File: src/rtl/alarm_seq_if.sv
// Signal bundle between the time-keeping side and the alarm sequencer.
// Signal semantics: there is no valid/ready handshake on this bundle.
// sec_tick, btn_snooze and btn_stop are single-cycle pulses sampled on
// posedge clk. alarm_mode, in_time and arm are levels sampled every clk.
// All outputs are registered levels that change only on posedge clk or
// on an asynchronous reset.
interface alarm_seq_if;
    logic        sec_tick;
    logic [1:0]  alarm_mode;
    logic [15:0] in_time;
    logic        arm;
    logic        btn_snooze;
    logic        btn_stop;
    logic        buzzer;
    logic        ringing;
    logic        snoozing;
    logic [1:0]  snooze_cnt;
    // Observation points for the sequencer state and its time registers
    logic [1:0]  state_dbg;
    logic [15:0] target_dbg;
    logic [15:0] time_alarm_dbg;

    // master: the clock/time-keeping side that feeds the sequencer
    modport master (
        output sec_tick, alarm_mode, in_time, arm, btn_snooze, btn_stop,
        input  buzzer, ringing, snoozing, snooze_cnt,
        input  state_dbg, target_dbg, time_alarm_dbg
    );

    // slave: the alarm sequencer itself
    modport slave (
        input  sec_tick, alarm_mode, in_time, arm, btn_snooze, btn_stop,
        output buzzer, ringing, snoozing, snooze_cnt,
        output state_dbg, target_dbg, time_alarm_dbg
    );
endinterface

File: src/rtl/alarm_seq.sv
// Alarm sequencer: latches the alarm time in alarm-set mode, rings with a
// 1 s on / 1 s off beep when the current time enters the target minute,
// supports a bounded number of BCD-timed snoozes, and auto-stops after
// RING_SECS seconds of ringing.
module alarm_seq #(
    parameter int SNOOZE_MIN = 5,
    parameter int RING_SECS  = 60,
    parameter int MAX_SNOOZE = 3
) (
    input logic        clk,
    input logic        rst,
    alarm_seq_if.slave alm
);

    typedef enum logic [1:0] {
        IDLE   = 2'd0,
        RING   = 2'd1,
        SNOOZE = 2'd2
    } state_t;

    localparam logic [1:0] MODE_SET  = 2'b11;
    localparam logic [7:0] RING_LIM  = 8'(RING_SECS);
    localparam logic [1:0] SNOOZE_LIM = 2'(MAX_SNOOZE);
    localparam logic [7:0] SNOOZE_ADD = 8'(SNOOZE_MIN);

    state_t      state, state_nxt;
    logic [15:0] time_alarm, time_alarm_nxt;
    logic [15:0] target, target_nxt;
    logic [15:0] prev_time;
    logic [7:0]  sec_cnt, sec_cnt_nxt, sec_inc;
    logic [1:0]  snooze_cnt, snooze_cnt_nxt;
    logic        buzzer, buzzer_nxt;
    logic        ringing, snoozing;
    logic        force_idle;
    logic        match;
    logic [15:0] snooze_time;

    // BCD hh:mm plus SNOOZE_MIN, minutes wrap into the hour, hour 24 wraps to 00
    function automatic logic [15:0] bcd_add_min(input logic [15:0] t);
        logic [7:0] mins;
        logic [7:0] hrs;
        mins = 8'(t[7:4]) * 8'd10 + 8'(t[3:0]) + SNOOZE_ADD;
        hrs  = 8'(t[15:12]) * 8'd10 + 8'(t[11:8]);
        if (mins >= 8'd60) begin
            mins = mins - 8'd60;
            hrs  = hrs + 8'd1;
        end
        if (hrs >= 8'd24) begin
            hrs = hrs - 8'd24;
        end
        return {4'(hrs / 8'd10), 4'(hrs % 8'd10), 4'(mins / 8'd10), 4'(mins % 8'd10)};
    endfunction

    assign force_idle  = (alm.alarm_mode == MODE_SET) || !alm.arm;
    // One match per minute entry: the time must just have changed into target
    assign match       = (alm.in_time == target) && (prev_time != target);
    assign snooze_time = bcd_add_min(alm.in_time);
    assign sec_inc     = sec_cnt + 8'd1;

    // Next-state, counters, beep phase and target selection
    always_comb begin
        state_nxt      = state;
        sec_cnt_nxt    = sec_cnt;
        snooze_cnt_nxt = snooze_cnt;
        buzzer_nxt     = 1'b0;
        target_nxt     = target;
        time_alarm_nxt = (alm.alarm_mode == MODE_SET) ? alm.in_time : time_alarm;

        if (force_idle) begin
            state_nxt      = IDLE;
            snooze_cnt_nxt = 2'd0;
        end else begin
            case (state)
                IDLE: begin
                    if (match) begin
                        state_nxt   = RING;
                        sec_cnt_nxt = 8'd0;
                        buzzer_nxt  = 1'b1;
                    end
                end
                RING: begin
                    if (alm.btn_stop) begin
                        state_nxt      = IDLE;
                        snooze_cnt_nxt = 2'd0;
                    end else if (alm.btn_snooze && (snooze_cnt < SNOOZE_LIM)) begin
                        state_nxt      = SNOOZE;
                        snooze_cnt_nxt = snooze_cnt + 2'd1;
                        target_nxt     = snooze_time;
                    end else if (alm.sec_tick) begin
                        sec_cnt_nxt = sec_inc;
                        if (sec_inc == RING_LIM) begin
                            state_nxt      = IDLE;
                            snooze_cnt_nxt = 2'd0;
                        end else begin
                            buzzer_nxt = ~buzzer;
                        end
                    end else begin
                        buzzer_nxt = buzzer;
                    end
                end
                SNOOZE: begin
                    if (alm.btn_stop) begin
                        state_nxt      = IDLE;
                        snooze_cnt_nxt = 2'd0;
                    end else if (match) begin
                        state_nxt   = RING;
                        sec_cnt_nxt = 8'd0;
                        buzzer_nxt  = 1'b1;
                    end
                end
                default: begin
                    state_nxt      = IDLE;
                    snooze_cnt_nxt = 2'd0;
                end
            endcase
        end

        // While idle the target always tracks the stored alarm time
        if (state_nxt == IDLE) begin
            target_nxt = time_alarm_nxt;
        end
    end

    // State, time registers and registered outputs
    always_ff @(posedge clk or posedge rst) begin
        if (rst) begin
            state      <= IDLE;
            time_alarm <= 16'h0000;
            target     <= 16'h0000;
            prev_time  <= 16'h0000;
            sec_cnt    <= 8'd0;
            snooze_cnt <= 2'd0;
            buzzer     <= 1'b0;
            ringing    <= 1'b0;
            snoozing   <= 1'b0;
        end else begin
            state      <= state_nxt;
            time_alarm <= time_alarm_nxt;
            target     <= target_nxt;
            prev_time  <= alm.in_time;
            sec_cnt    <= sec_cnt_nxt;
            snooze_cnt <= snooze_cnt_nxt;
            buzzer     <= buzzer_nxt;
            ringing    <= (state_nxt == RING);
            snoozing   <= (state_nxt == SNOOZE);
        end
    end

    assign alm.buzzer         = buzzer;
    assign alm.ringing        = ringing;
    assign alm.snoozing       = snoozing;
    assign alm.snooze_cnt     = snooze_cnt;
    assign alm.state_dbg      = state;
    assign alm.target_dbg     = target;
    assign alm.time_alarm_dbg = time_alarm;

endmodule

File: src/flat_wrapper.sv
// flat-port wrapper written by rule: the top's interface ports become plain ports
module alarm_seq_flat 
#(
    parameter int SNOOZE_MIN = 5,
    parameter int RING_SECS  = 60,
    parameter int MAX_SNOOZE = 3
)
  (clk, rst, alm_sec_tick, alm_alarm_mode, alm_in_time, alm_arm, alm_btn_snooze, alm_btn_stop, alm_buzzer, alm_ringing, alm_snoozing, alm_snooze_cnt, alm_state_dbg, alm_target_dbg, alm_time_alarm_dbg);
  alarm_seq_if alm_i ();
  input logic clk;
  input logic rst;
  input wire logic [$bits(alm_i.sec_tick)-1:0] alm_sec_tick;
  input wire logic [$bits(alm_i.alarm_mode)-1:0] alm_alarm_mode;
  input wire logic [$bits(alm_i.in_time)-1:0] alm_in_time;
  input wire logic [$bits(alm_i.arm)-1:0] alm_arm;
  input wire logic [$bits(alm_i.btn_snooze)-1:0] alm_btn_snooze;
  input wire logic [$bits(alm_i.btn_stop)-1:0] alm_btn_stop;
  output wire logic [$bits(alm_i.buzzer)-1:0] alm_buzzer;
  output wire logic [$bits(alm_i.ringing)-1:0] alm_ringing;
  output wire logic [$bits(alm_i.snoozing)-1:0] alm_snoozing;
  output wire logic [$bits(alm_i.snooze_cnt)-1:0] alm_snooze_cnt;
  output wire logic [$bits(alm_i.state_dbg)-1:0] alm_state_dbg;
  output wire logic [$bits(alm_i.target_dbg)-1:0] alm_target_dbg;
  output wire logic [$bits(alm_i.time_alarm_dbg)-1:0] alm_time_alarm_dbg;
  assign alm_i.sec_tick = alm_sec_tick;
  assign alm_i.alarm_mode = alm_alarm_mode;
  assign alm_i.in_time = alm_in_time;
  assign alm_i.arm = alm_arm;
  assign alm_i.btn_snooze = alm_btn_snooze;
  assign alm_i.btn_stop = alm_btn_stop;
  assign alm_buzzer = alm_i.buzzer;
  assign alm_ringing = alm_i.ringing;
  assign alm_snoozing = alm_i.snoozing;
  assign alm_snooze_cnt = alm_i.snooze_cnt;
  assign alm_state_dbg = alm_i.state_dbg;
  assign alm_target_dbg = alm_i.target_dbg;
  assign alm_time_alarm_dbg = alm_i.time_alarm_dbg;
  alarm_seq #(.SNOOZE_MIN(SNOOZE_MIN), .RING_SECS(RING_SECS), .MAX_SNOOZE(MAX_SNOOZE)) u_core (.clk(clk), .rst(rst), .alm(alm_i));
endmodule
File: config.mk
export PLATFORM = sky130hd
export DESIGN_NAME = alarm_seq_flat
export DESIGN_NICKNAME = d
export VERILOG_FILES = /design/src/rtl/alarm_seq_if.sv /design/src/rtl/alarm_seq.sv /design/src/flat_wrapper.sv
export SDC_FILE = /design/constraint.sdc
export NUM_CORES = 1
export LEC_CHECK = 0
export ABC_AREA = 1
export CORE_MARGIN = 4
export CORE_UTILIZATION = 35
export DETAILED_ROUTE_END_ITERATION = 10
export SYNTH_ARGS = -nofsm -noshare
export SYNTH_HDL_FRONTEND = slang
export SYNTH_SLANG_ARGS = --single-unit
File: constraint.sdc
create_clock -name clk -period 3.3 [get_ports clk]
set_clock_uncertainty 0.1 [all_clocks]
set_input_delay 0.33 -clock clk [delete_from_list [all_inputs] [get_ports clk]]
set_output_delay 0.33 -clock clk [all_outputs]
set_load 0.1 [all_outputs]
## Word level (Yosys, flattened, before mapping)

Index checks and enable logic that the tools add are counted.

| storage, ports and cells | value |
|---|---|
| bits in registers | 63 |
| input bits | 24 |
| output and inout bits | 39 |
| logic and storage cells | 96 |

| operators by class | value |
|---|---|
| add/subtract/negate cells | 8 |
| multiply operators | 2 |
| div/mod/pow operators | 4 |
| magnitude comparators | 3 |
| eq/ne operators | 18 |
| mux-type cells | 38 |
| bitwise logic cells | 2 |
| reduce and logical (&&, ||, !) cells | 12 |

Operators with widths:

| cell | number |
|---|---|
| two-way mux 16 bit | 6 |
| two-way mux 8 bit | 8 |
| two-way mux 2 bit | 13 |
| case mux 8 bit (3 select lines) | 1 |
| adder 8 x 1 -> 8 bit, second input constant | 2 |
| adder 8 x 4 -> 8 bit | 2 |
| divider 8 x 4 -> 8 bit, second input constant | 2 |
| == test 16 bit | 1 |
| remainder unit 8 x 4 -> 8 bit, second input constant | 2 |
| inequality test 16 bit | 1 |
| multiplier 4 x 3 -> 7 bit, second input constant | 2 |
| case mux 2 bit (3 select lines) | 2 |
| inequality test 2 bit, second input constant | 5 |
| adder 8 x 3 -> 8 bit, second input constant | 1 |
| == test 8 x 6 -> 1 bit, second input constant | 1 |
| greater-or-equal comparator 8 x 5 -> 1 bit, second input constant | 1 |
| greater-or-equal comparator 8 x 6 -> 1 bit, second input constant | 1 |
| AND reduction 4 bit | 2 |
| subtractor 8 x 5 -> 8 bit, second input constant | 1 |
| subtractor 8 x 6 -> 8 bit, second input constant | 1 |
| two-way mux 1 bit | 7 |
| == test 2 bit, second input constant | 3 |
| AND reduction 6 bit | 1 |
| inequality test 5 x 2 -> 1 bit, second input constant | 1 |
| 14 further kinds | 20 |

## Longest topological paths before layout

Gate-level depths: netlist of the first run.

| depth | value |
|---|---|
| word-level depth | 13 |
| mapped depth | 44 |
| depth with buffers taken out | 44 |

## Worst setup path after synthesis of the first run

Ideal clock, no wire load.

| timing | value |
|---|---|
| kind | input port to flip-flop |
| start point | input alm_in_time[4] |
| end point | register u_core.target[3] (netlist: u_core.alm.target_dbg[3]) |
| library setup time | 0.117 ns |
| arrival time | 4.264 ns |
| setup slack | -1.181 ns |
| stages on the path | 37 |
| buffers on the path | 0 |
| cell sequence | ha_1 ha_1 ha_1 xnor2_1 ha_1 inv_1 nor2_2 nand2_4 nand3_4 nand2_2 xor2_2 inv_1 ha_1 nand2_1 o21ai_1 nand2_2 nand2_2 clkinv_1 nand2_1 nand2_2 inv_2 nand2_4 nand2_4 nand2_2 nand2_2 nand2_2 inv_1 nand2_1 nand2_2 inv_2 nand2_1 nand2_1 ha_1 inv_1 nand4_1 nand3_1 nand2_1 |

| on the way | value |
|---|---|
| word-level cells in the longest chain between the ends | 11 |
| elaborated cells between the ends (all ways) | 24 |
| classes of those cells | add/sub (3); mul (1); div (1); order compare (1); eq/ne (3); mux (10); reduce/logical (5) |

RTL lines:

| what | line | RTL |
|---|---|---|
| start: declaration | flat_wrapper.sv:14 | `input wire logic [$bits(alm_i.in_time)-1:0] alm_in_time;` |
| multiplier 4 x 3 -> 7 bit | alarm_seq.sv:42 | `mins = 8'(t[7:4]) * 8'd10 + 8'(t[3:0]) + SNOOZE_ADD;` |
| adder 8 x 4 -> 8 bit | alarm_seq.sv:42 |  |
| adder 8 x 3 -> 8 bit | alarm_seq.sv:42 |  |
| subtractor 8 x 6 -> 8 bit or greater-or-equal comparator 8 x 6 -> 1 bit (tied branches) | alarm_seq.sv:45, alarm_seq.sv:44 |  |
| two-way mux 8 bit | alarm_seq.sv:44 | `if (mins >= 8'd60) begin` |
| remainder unit 8 x 4 -> 8 bit | alarm_seq.sv:51 | `return {4'(hrs / 8'd10), 4'(hrs % 8'd10), 4'(mins / 8'd10), 4'(mins % 8'd10)};` |
| two-way mux 16 bit | alarm_seq.sv:85 | `end else if (alm.btn_snooze && (snooze_cnt < SNOOZE_LIM)) begin` |
| two-way mux 16 bit | alarm_seq.sv:82 | `if (alm.btn_stop) begin` |
| two-way mux 16 bit | alarm_seq.sv:73 | `case (state)` |
| two-way mux 16 bit | alarm_seq.sv:69 | `if (force_idle) begin` |
| two-way mux 16 bit | alarm_seq.sv:119 | `if (state_nxt == IDLE) begin` |
| end signal: assignment | alarm_seq.sv:139 | `target <= target_nxt;` |
| end: declaration | alarm_seq.sv:28 | `logic [15:0] target, target_nxt;` |

Several ways; a longest one is shown, not always the timed one. The select of a mux whose other input is x is not followed.
A chain may end at the register's enable or synchronous reset.

## Worst setup path after layout of the first run

| timing | value |
|---|---|
| start point | input alm_in_time[4] |
| end point | register u_core.target[10] (netlist: u_core.alm.target_dbg[10]) |

| on the way | value |
|---|---|
| word-level cells in the longest chain between the ends | 13 |
| elaborated cells between the ends (all ways) | 26 |
| classes of those cells | add/sub (3); mul (1); div (1); order compare (2); eq/ne (3); mux (11); reduce/logical (5) |

RTL lines:

| what | line | RTL |
|---|---|---|
| multiplier 4 x 3 -> 7 bit | alarm_seq.sv:42 |  |
| adder 8 x 4 -> 8 bit | alarm_seq.sv:42 |  |
| adder 8 x 3 -> 8 bit | alarm_seq.sv:42 |  |
| greater-or-equal comparator 8 x 6 -> 1 bit | alarm_seq.sv:44 |  |
| two-way mux 8 bit | alarm_seq.sv:44 |  |
| subtractor 8 x 5 -> 8 bit or greater-or-equal comparator 8 x 5 -> 1 bit (tied branches) | alarm_seq.sv:49, alarm_seq.sv:48 |  |
| two-way mux 8 bit | alarm_seq.sv:48 | `if (hrs >= 8'd24) begin` |
| remainder unit 8 x 4 -> 8 bit | alarm_seq.sv:51 |  |
| two-way mux 16 bit | alarm_seq.sv:85 |  |
| two-way mux 16 bit | alarm_seq.sv:82 |  |
| two-way mux 16 bit | alarm_seq.sv:73 |  |
| two-way mux 16 bit | alarm_seq.sv:69 |  |
| two-way mux 16 bit | alarm_seq.sv:119 |  |

Several ways; a longest one is shown, not always the timed one. The select of a mux whose other input is x is not followed.

==> results of run 1 <==
## power groups by stage
stage / Clock [mW] / Combinational, mW / Sequential, mW
global route: 1.06 / 6.73 / 0.915
CTS: 1.03 / 5.62 / 0.908
global placement: 0 / 4.83 / 0.917
detailed placement: 0 / 4.98 / 0.919
finish: 1.01 / 6.17 / 0.907
floorplan: 0 / 3.18 / 1.29
## metal layers
metal  GRT usage (%)  vias up  routed length, um
met2            31.1       80               7440
met3            2.62       17                536
li1                -     2568                  -
met1            21.9     2425               6340
met5               0        -                  0
met4            5.93        0                308
## cell families (layout without fill, tap and decap cells)
family | Yosys count | after routing | share of synthesized area, %
AOI/OAI and AO/OA | 71 | 71 | 8.72
xor gates and xnor gates | 45 | 45 | 8.13
adders and majority gates | 30 | 30 | 7.91
buffers and inverters | 130 | 326 | 9.84
DFF | 63 | 63 | 30.8
muxes | 7 | 7 | 1.49
and+or+nand+nor | 341 | 341 | 33.1
## worst max-delay path, delay by kind of cell
kind                     cells  cell delay (ns)
AND/OR/NAND/NOR             30             2.67
AO/OA/AOI/OAI                1             0.20
buffers and inverters        5             0.39
adder cells (fa/ha/maj)      4             0.88
## synth_stat cells (2+ instances only)
master,number
xor2_2,2
clkbuf_1,5
ha_1,26
dfrtp_1,63
nand4_1,17
mux2_2,5
inv_4,2
nand3_2,5
inv_2,15
xor2_1,36
nor4_1,5
a21oi_2,3
nor2_4,5
nor2_2,3
o211ai_1,9
nand2_1,173
nor3_1,4
nand3b_1,2
nand2_2,32
nand3_4,2
nand3_1,53
nand2_4,11
xnor2_1,6
o21ai_0,32
a22o_1,2
clkinv_1,2
fa_1,4
nor2_1,24
o21ai_1,6
mux2i_1,2
or2_2,2
a21oi_1,8
o21ai_2,2
inv_1,104
## sequential cells by signal, indices dropped and copies added (netlist names)
signal                     count
u_core.sec_cnt                 8
u_core.alm.buzzer              1
u_core.alm.state_dbg           2
u_core.prev_time              16
u_core.alm.target_dbg         16
u_core.alm.snoozing            1
u_core.alm.ringing             1
u_core.alm.time_alarm_dbg     16
u_core.alm.snooze_cnt          2
## cell type report
class / instances / area [um^2] / share of cell area (%)
Multi-Input combinational cell: 494 / 3600 / 46.2
Sequential cell: 63 / 1580 / 20.2
Timing Repair Buffer: 187 / 1590 / 20.4
Tap cell: 180 / 225 / 2.89
Inverter: 123 / 474 / 6.08
Clock buffer: 9 / 225 / 2.89
Clock inverter: 7 / 97.6 / 1.25
## how the worst min path moves through the flow
stage                                       start                             to  slack (ns)  depth (start not counted)
floorplan                          alm_in_time[0]            u_core.prev_time[0]        0.26                          0
global placement    u_core.alm.time_alarm_dbg[12]  u_core.alm.time_alarm_dbg[12]        0.40                          2
detailed placement   u_core.alm.time_alarm_dbg[9]   u_core.alm.time_alarm_dbg[9]        0.42                          2
CTS                                alm_in_time[5]            u_core.prev_time[5]        0.17                          2
global route                       alm_in_time[2]            u_core.prev_time[2]        0.14                          2
finish                             alm_in_time[2]            u_core.prev_time[2]        0.16                          2
## metrics by stage
stage | total power, mW | worst slack (ns) | utilization, % | cells
after global routing | 8.71 | -1.35 | 55.3 | 1063
after CTS | 7.55 | -0.960 | 53.7 | 1055
after detailed placement | 5.89 | -1.88 | 48.7 | 1014
after floorplan | 4.47 | -0.988 | - | 687
after global placement | 5.74 | -1.76 | 48.7 | 1014
final | 8.09 | -1.07 | 55.3 | 1063
## repair_timing
action,CTS,global route
resized for setup,81,43
buffers inserted,26,8
pin swaps,81,54
setup endpoints to repair,14,14
hold buffers,0,0
endpoints found under the hold margin,0,0
## placed cells by master (no fill, tap or decap), types with 4 or more instances in the layout
cell             netlist  layout
nor4_1                 5       5
nand2_2               32      34
clkdlybuf4s50_1        0      48
buf_4                  1     117
inv_4                  2       5
nand2_4               11      34
nand4_1               17      17
o21ai_0               32      31
o21ai_1                6       5
buf_6                  1       9
mux2_2                 5       5
nor2_4                 5       8
xnor2_1                6       4
ha_1                  26       9
ha_4                   0      14
a21oi_1                8       8
inv_1                104      88
dfrtp_1               63      63
inv_2                 15      29
xor2_1                36      35
nand3_2                5      15
nand3_4                2       6
nand2_1              173     148
nand3_1               53      39
nor2_1                24      22
o211ai_1               9       9
nor3_1                 4       4
clkbuf_16              0       9
==> reports/results.ini, run 1 <==
[worst_setup_path]
crit_top_cell=nand2_4
worst_r2r_endpoint=u_core.alm.target_dbg[12]
worst_ep_required_time_ns=3.42
cp_slowest_cell=ha_4
r2r_slack_ns=0.31
endpoint_kind=flip-flop
crit_fanout=7
cpPeakStageDelay_ns=0.27
path_class=input port to flip-flop
arrival_ns=4.49
startpoint_type=input port
rr_startpoint=u_core.sec_cnt[2]
r2r_cells=17
worstSetupEndpoint=u_core.alm.target_dbg[10]
crit_start=alm_in_time[4]

[pwr]
p_leak_nw=3.94
power.density_nw_per_um2=1040
power_frac_seq_pct=11.2
power.share.clock_pct=12.5
irDropWorstVdd_mv=0.568
p_comb_share_pct=76.3
p_sw_mw=3.93
internal_power_mw=4.16
switching_share_pct=48.5

[cells_and_area]
nNetsFinal=932
antenna_cells=0
nFillCells=1268
drive_gt1_share_pct=37.0
syn2layout_area_growth_pct=52.2
design_area_um2=7800

[timing]
hold_viol=0
timing.final.crit_period_ns=4.37
tightest_slew_ns=0.990
whs_ns=0.155
setup_tns_ns=-10.82
setup_viol=13
maxSlewHeadroom_pct=33.8
setup_slack_ns=-1.07
maxSlewViolCount=0
rsz0062_at_grt=true
max_freq_mhz=229
fin_crit_sh_pct=132

[detailed_routing]
ant_nets=0
wire_per_inst_um=13.8
drt_iter0_drc=206
wl_mm=14.6
dr_total_vias=5090
dr.pass1.iters=4
drc=0
via_per_inst=4.79

[synth]
synth_async_sr_flop_share_pct=100
synth_area_leaders=dfrtp_1, nand2_1, inv_1
syn_area_um2=5120
synth_top_area_share_pct=30.8
syn_area_per_cell_um2=7.46
ys_dominant_reg_cell=dfrtp_1
yosysWarnings=0
syn-instance-count=687
ys_types=49
synth_seq_area_share_pct=30.8
synth-edff-count=0
yosysTopAreaCell=dfrtp_1
ys_seq_elements=63
syn_nets=741

[floorplan]
io-pin-count=63
die_w_um=129
start_util_pct=36.3
die_y_um=129
coreArea_um2=14100
die_area_um2=16600
rows=43

[clock_tree]
cts.clk_slew.worst_paths_ns=0.05
htreeDepth=3
cts_made_buffers=9
cts_tree=done
clock_latency_ns=0.33
root_buffer=clkbuf_16
cts.sinks=63
clock_path_buffers=2

[grt]
grt_usage_pct=17.6
grt_pass1_wl_mm=23.8
first_global_vias=5136
grt_max_degree=64
grt_overflow=0
antenna_found_initial=0

[place]
place_area_um2=6860
place_congestion=0.859
dpl.hpwl_mm=11.1
portBuffers=62

[job]
maxCapViolations=0

[status]
violations=setup timing
status=finished with violations

[worst_hold_path]
hp-class=input port to flip-flop

Note: power is estimated with default switching activity, not from simulation.
==> inputs of run 2 (changes only) <==
- CORE_UTILIZATION: 35 -> 45
- PLACE_DENSITY: unset -> 0.67
==> reports/results.ini, run 2 (synthesis results as in run 1) <==
[place]
portBuffers=62  ; unchanged
dpl.hpwl_mm=10.6  ; -4.2%
place_area_um2=6810  ; -0.77%
dpl.cell_count=973  ; -4.0%
place_congestion=0.879  ; +2.3%
pre_cts_ws_ns=-1.86  ; +0.0234 ns

[detailed_routing]
via_per_inst=5.18  ; +8.2%
dr_total_vias=5386  ; +5.8%
drt_iter0_drc=361  ; +75%
wire_per_inst_um=15.3  ; +11%
ant_nets=0  ; unchanged
dr.pass1.iters=5  ; +1
wl_mm=15.9  ; +9.0%
drc=0  ; unchanged

[pwr]
power.share.clock_pct=10.4  ; -2.1 points
p_comb_share_pct=79.8  ; +3.5 points
p_sw_mw=4.48  ; +14%
p_total_mw=9.27  ; +15%
power.density_nw_per_um2=1140  ; +9.9%
switching_share_pct=48.4  ; -0.17 points
power_frac_seq_pct=9.8  ; -1.4 points
irDropWorstVdd_mv=0.759  ; +34%
internal_power_mw=4.79  ; +15%
p_leak_nw=4.09  ; +3.8%

[timing]
max_freq_mhz=222  ; -3.2%
setup_viol=14  ; +1
rsz0062_at_grt=true
timing.final.crit_period_ns=4.51  ; +0.143 ns
setup_tns_ns=-13.45  ; -2.63 ns
hold_viol=0  ; unchanged
whs_ns=0.119  ; -0.0357 ns
maxSlewHeadroom_pct=33.0  ; -0.80 points
maxSlewViolCount=0  ; unchanged
fin_crit_sh_pct=137  ; +4.3 points
tightest_slew_ns=1.00  ; +0.0120 ns
setup_slack_ns=-1.21  ; -0.143 ns

[grt]
grt_max_degree=64  ; unchanged
grt_pass1_wl_mm=24.2  ; +1.6%
grt_overflow=0  ; unchanged
first_global_vias=5331  ; +3.8%
grt_usage_pct=22.6  ; +5.0 points
antenna_found_initial=0  ; unchanged

[worst_setup_path]
crit_fanout=5  ; -2
r2r_cells=14  ; -3
worst_r2r_endpoint=u_core.alm.target_dbg[3]
worstSetupEndpoint=u_core.alm.target_dbg[10]
crit_start=alm_in_time[7]
cpPeakStageDelay_ns=0.58  ; +0.31 ns
arrival_ns=4.62  ; +0.13 ns
path_class=input port to flip-flop
endpoint_kind=flip-flop
crit_top_cell=nand2_4
startpoint_type=input port
rr_startpoint=u_core.alm.target_dbg[10]
cp_slowest_cell=fa_2
worst_ep_required_time_ns=3.41  ; about the same
r2r_slack_ns=0.24  ; -0.07 ns

[cells_and_area]
multi_input_area_um2=3780  ; +4.9%
layout_common_cells=nand2_1, buf_4, inv_1
antenna_cells=0  ; unchanged
final_core_util_pct=74.0  ; +19 points
regArea_um2=1580  ; unchanged
design_area_um2=8130  ; +4.3%
nFillCells=780  ; -38%
drive_gt1_share_pct=40.2  ; +3.2 points
nNetsFinal=949  ; +1.8%
layout_commonest_cell=nand2_1
final_cells=1040  ; -2.2%
syn2layout_area_growth_pct=58.7

[clock_tree]
cts_made_buffers=9  ; unchanged
htreeDepth=3  ; unchanged
clock_path_buffers=2  ; unchanged
hold_buffers=0  ; unchanged
cts.sinks=63  ; unchanged
root_buffer=clkbuf_16
cts.clk_slew.worst_paths_ns=0.05  ; about the same
cts_tree=done
clock_latency_ns=0.33  ; about the same

[status]
status=finished with violations
violations=setup timing

[floorplan]
start_util_pct=46.7  ; +10 points
io-pin-count=63  ; unchanged
rows=38  ; -12%
die_area_um2=13200  ; -21%
die_w_um=115  ; -11%
die_y_um=115  ; -11%
coreArea_um2=11000  ; -22%

[job]
maxCapViolations=0  ; unchanged

[worst_hold_path]
hp-class=input port to flip-flop

-- run 2: cell types whose count changed in the layout (fill, tap and decap cells not counted), sizes merged --
cell and change:
clkdlybuf4s50 +2, bufinv -1, buf +16, clkdlybuf4s15 -1, clkinvlp -2, clkinv -1
clkbuf +4
-- run 2: what timing repair did --
action                     CTS  global route
gates resized for setup     91            94
setup buffers               27            31
pin swaps                   69            60
setup endpoints to repair   14            14
-- run 2: worst min path at each step --
stage                                   from                            end  slack [ns]  cells after the start
2_1_floorplan                 alm_in_time[0]            u_core.prev_time[0]        0.26                      0
6_report                      alm_in_time[5]            u_core.prev_time[5]        0.12                      2
4_1_cts                       alm_in_time[5]            u_core.prev_time[5]        0.11                      2
3_3_place_gp   u_core.alm.time_alarm_dbg[12]  u_core.alm.time_alarm_dbg[12]        0.40                      2
3_5_place_dp        u_core.alm.snooze_cnt[0]       u_core.alm.snooze_cnt[0]        0.41                      1
5_1_grt                       alm_in_time[5]            u_core.prev_time[5]        0.12                      2
-- run 2: metal layers --
layer	part of all wire, %	wire [um]	vias to the layer above	track usage [%]
met5	0	0	-	0
met2	53	8520	137	41.0
met1	40	6420	2593	27.3
li1	-	-	2622	-
met3	4.0	632	34	3.07
met4	2.3	363	0	7.82
-- run 2: worst max-delay path, delay by kind of cell --
family / cells / cell delay [ns]
AND/OR/NAND/NOR: 26 / 2.58
adder cells (fa/ha/maj): 3 / 0.98
AO/OA/AOI/OAI: 1 / 0.20
buffers and inverters: 6 / 0.52
-- run 2: cell type report --
type	instances	share of cell area (%)
clock buffer	13	3.32
clock inverter	3	0.493
inverter	123	5.93
multi-input combinational	494	46.5
sequential	63	19.4
tap	140	2.15
timing repair buffer	204	22.2
-- run 2: power by group through the flow --
stage	clock network, mW	registers, mW	logic (mW)
global route	1.01	0.915	7.94
global placement	0	0.915	4.84
finish	0.966	0.907	7.40
CTS	0.979	0.906	5.97
floorplan	0	1.29	3.18
detailed placement	0	0.918	4.99
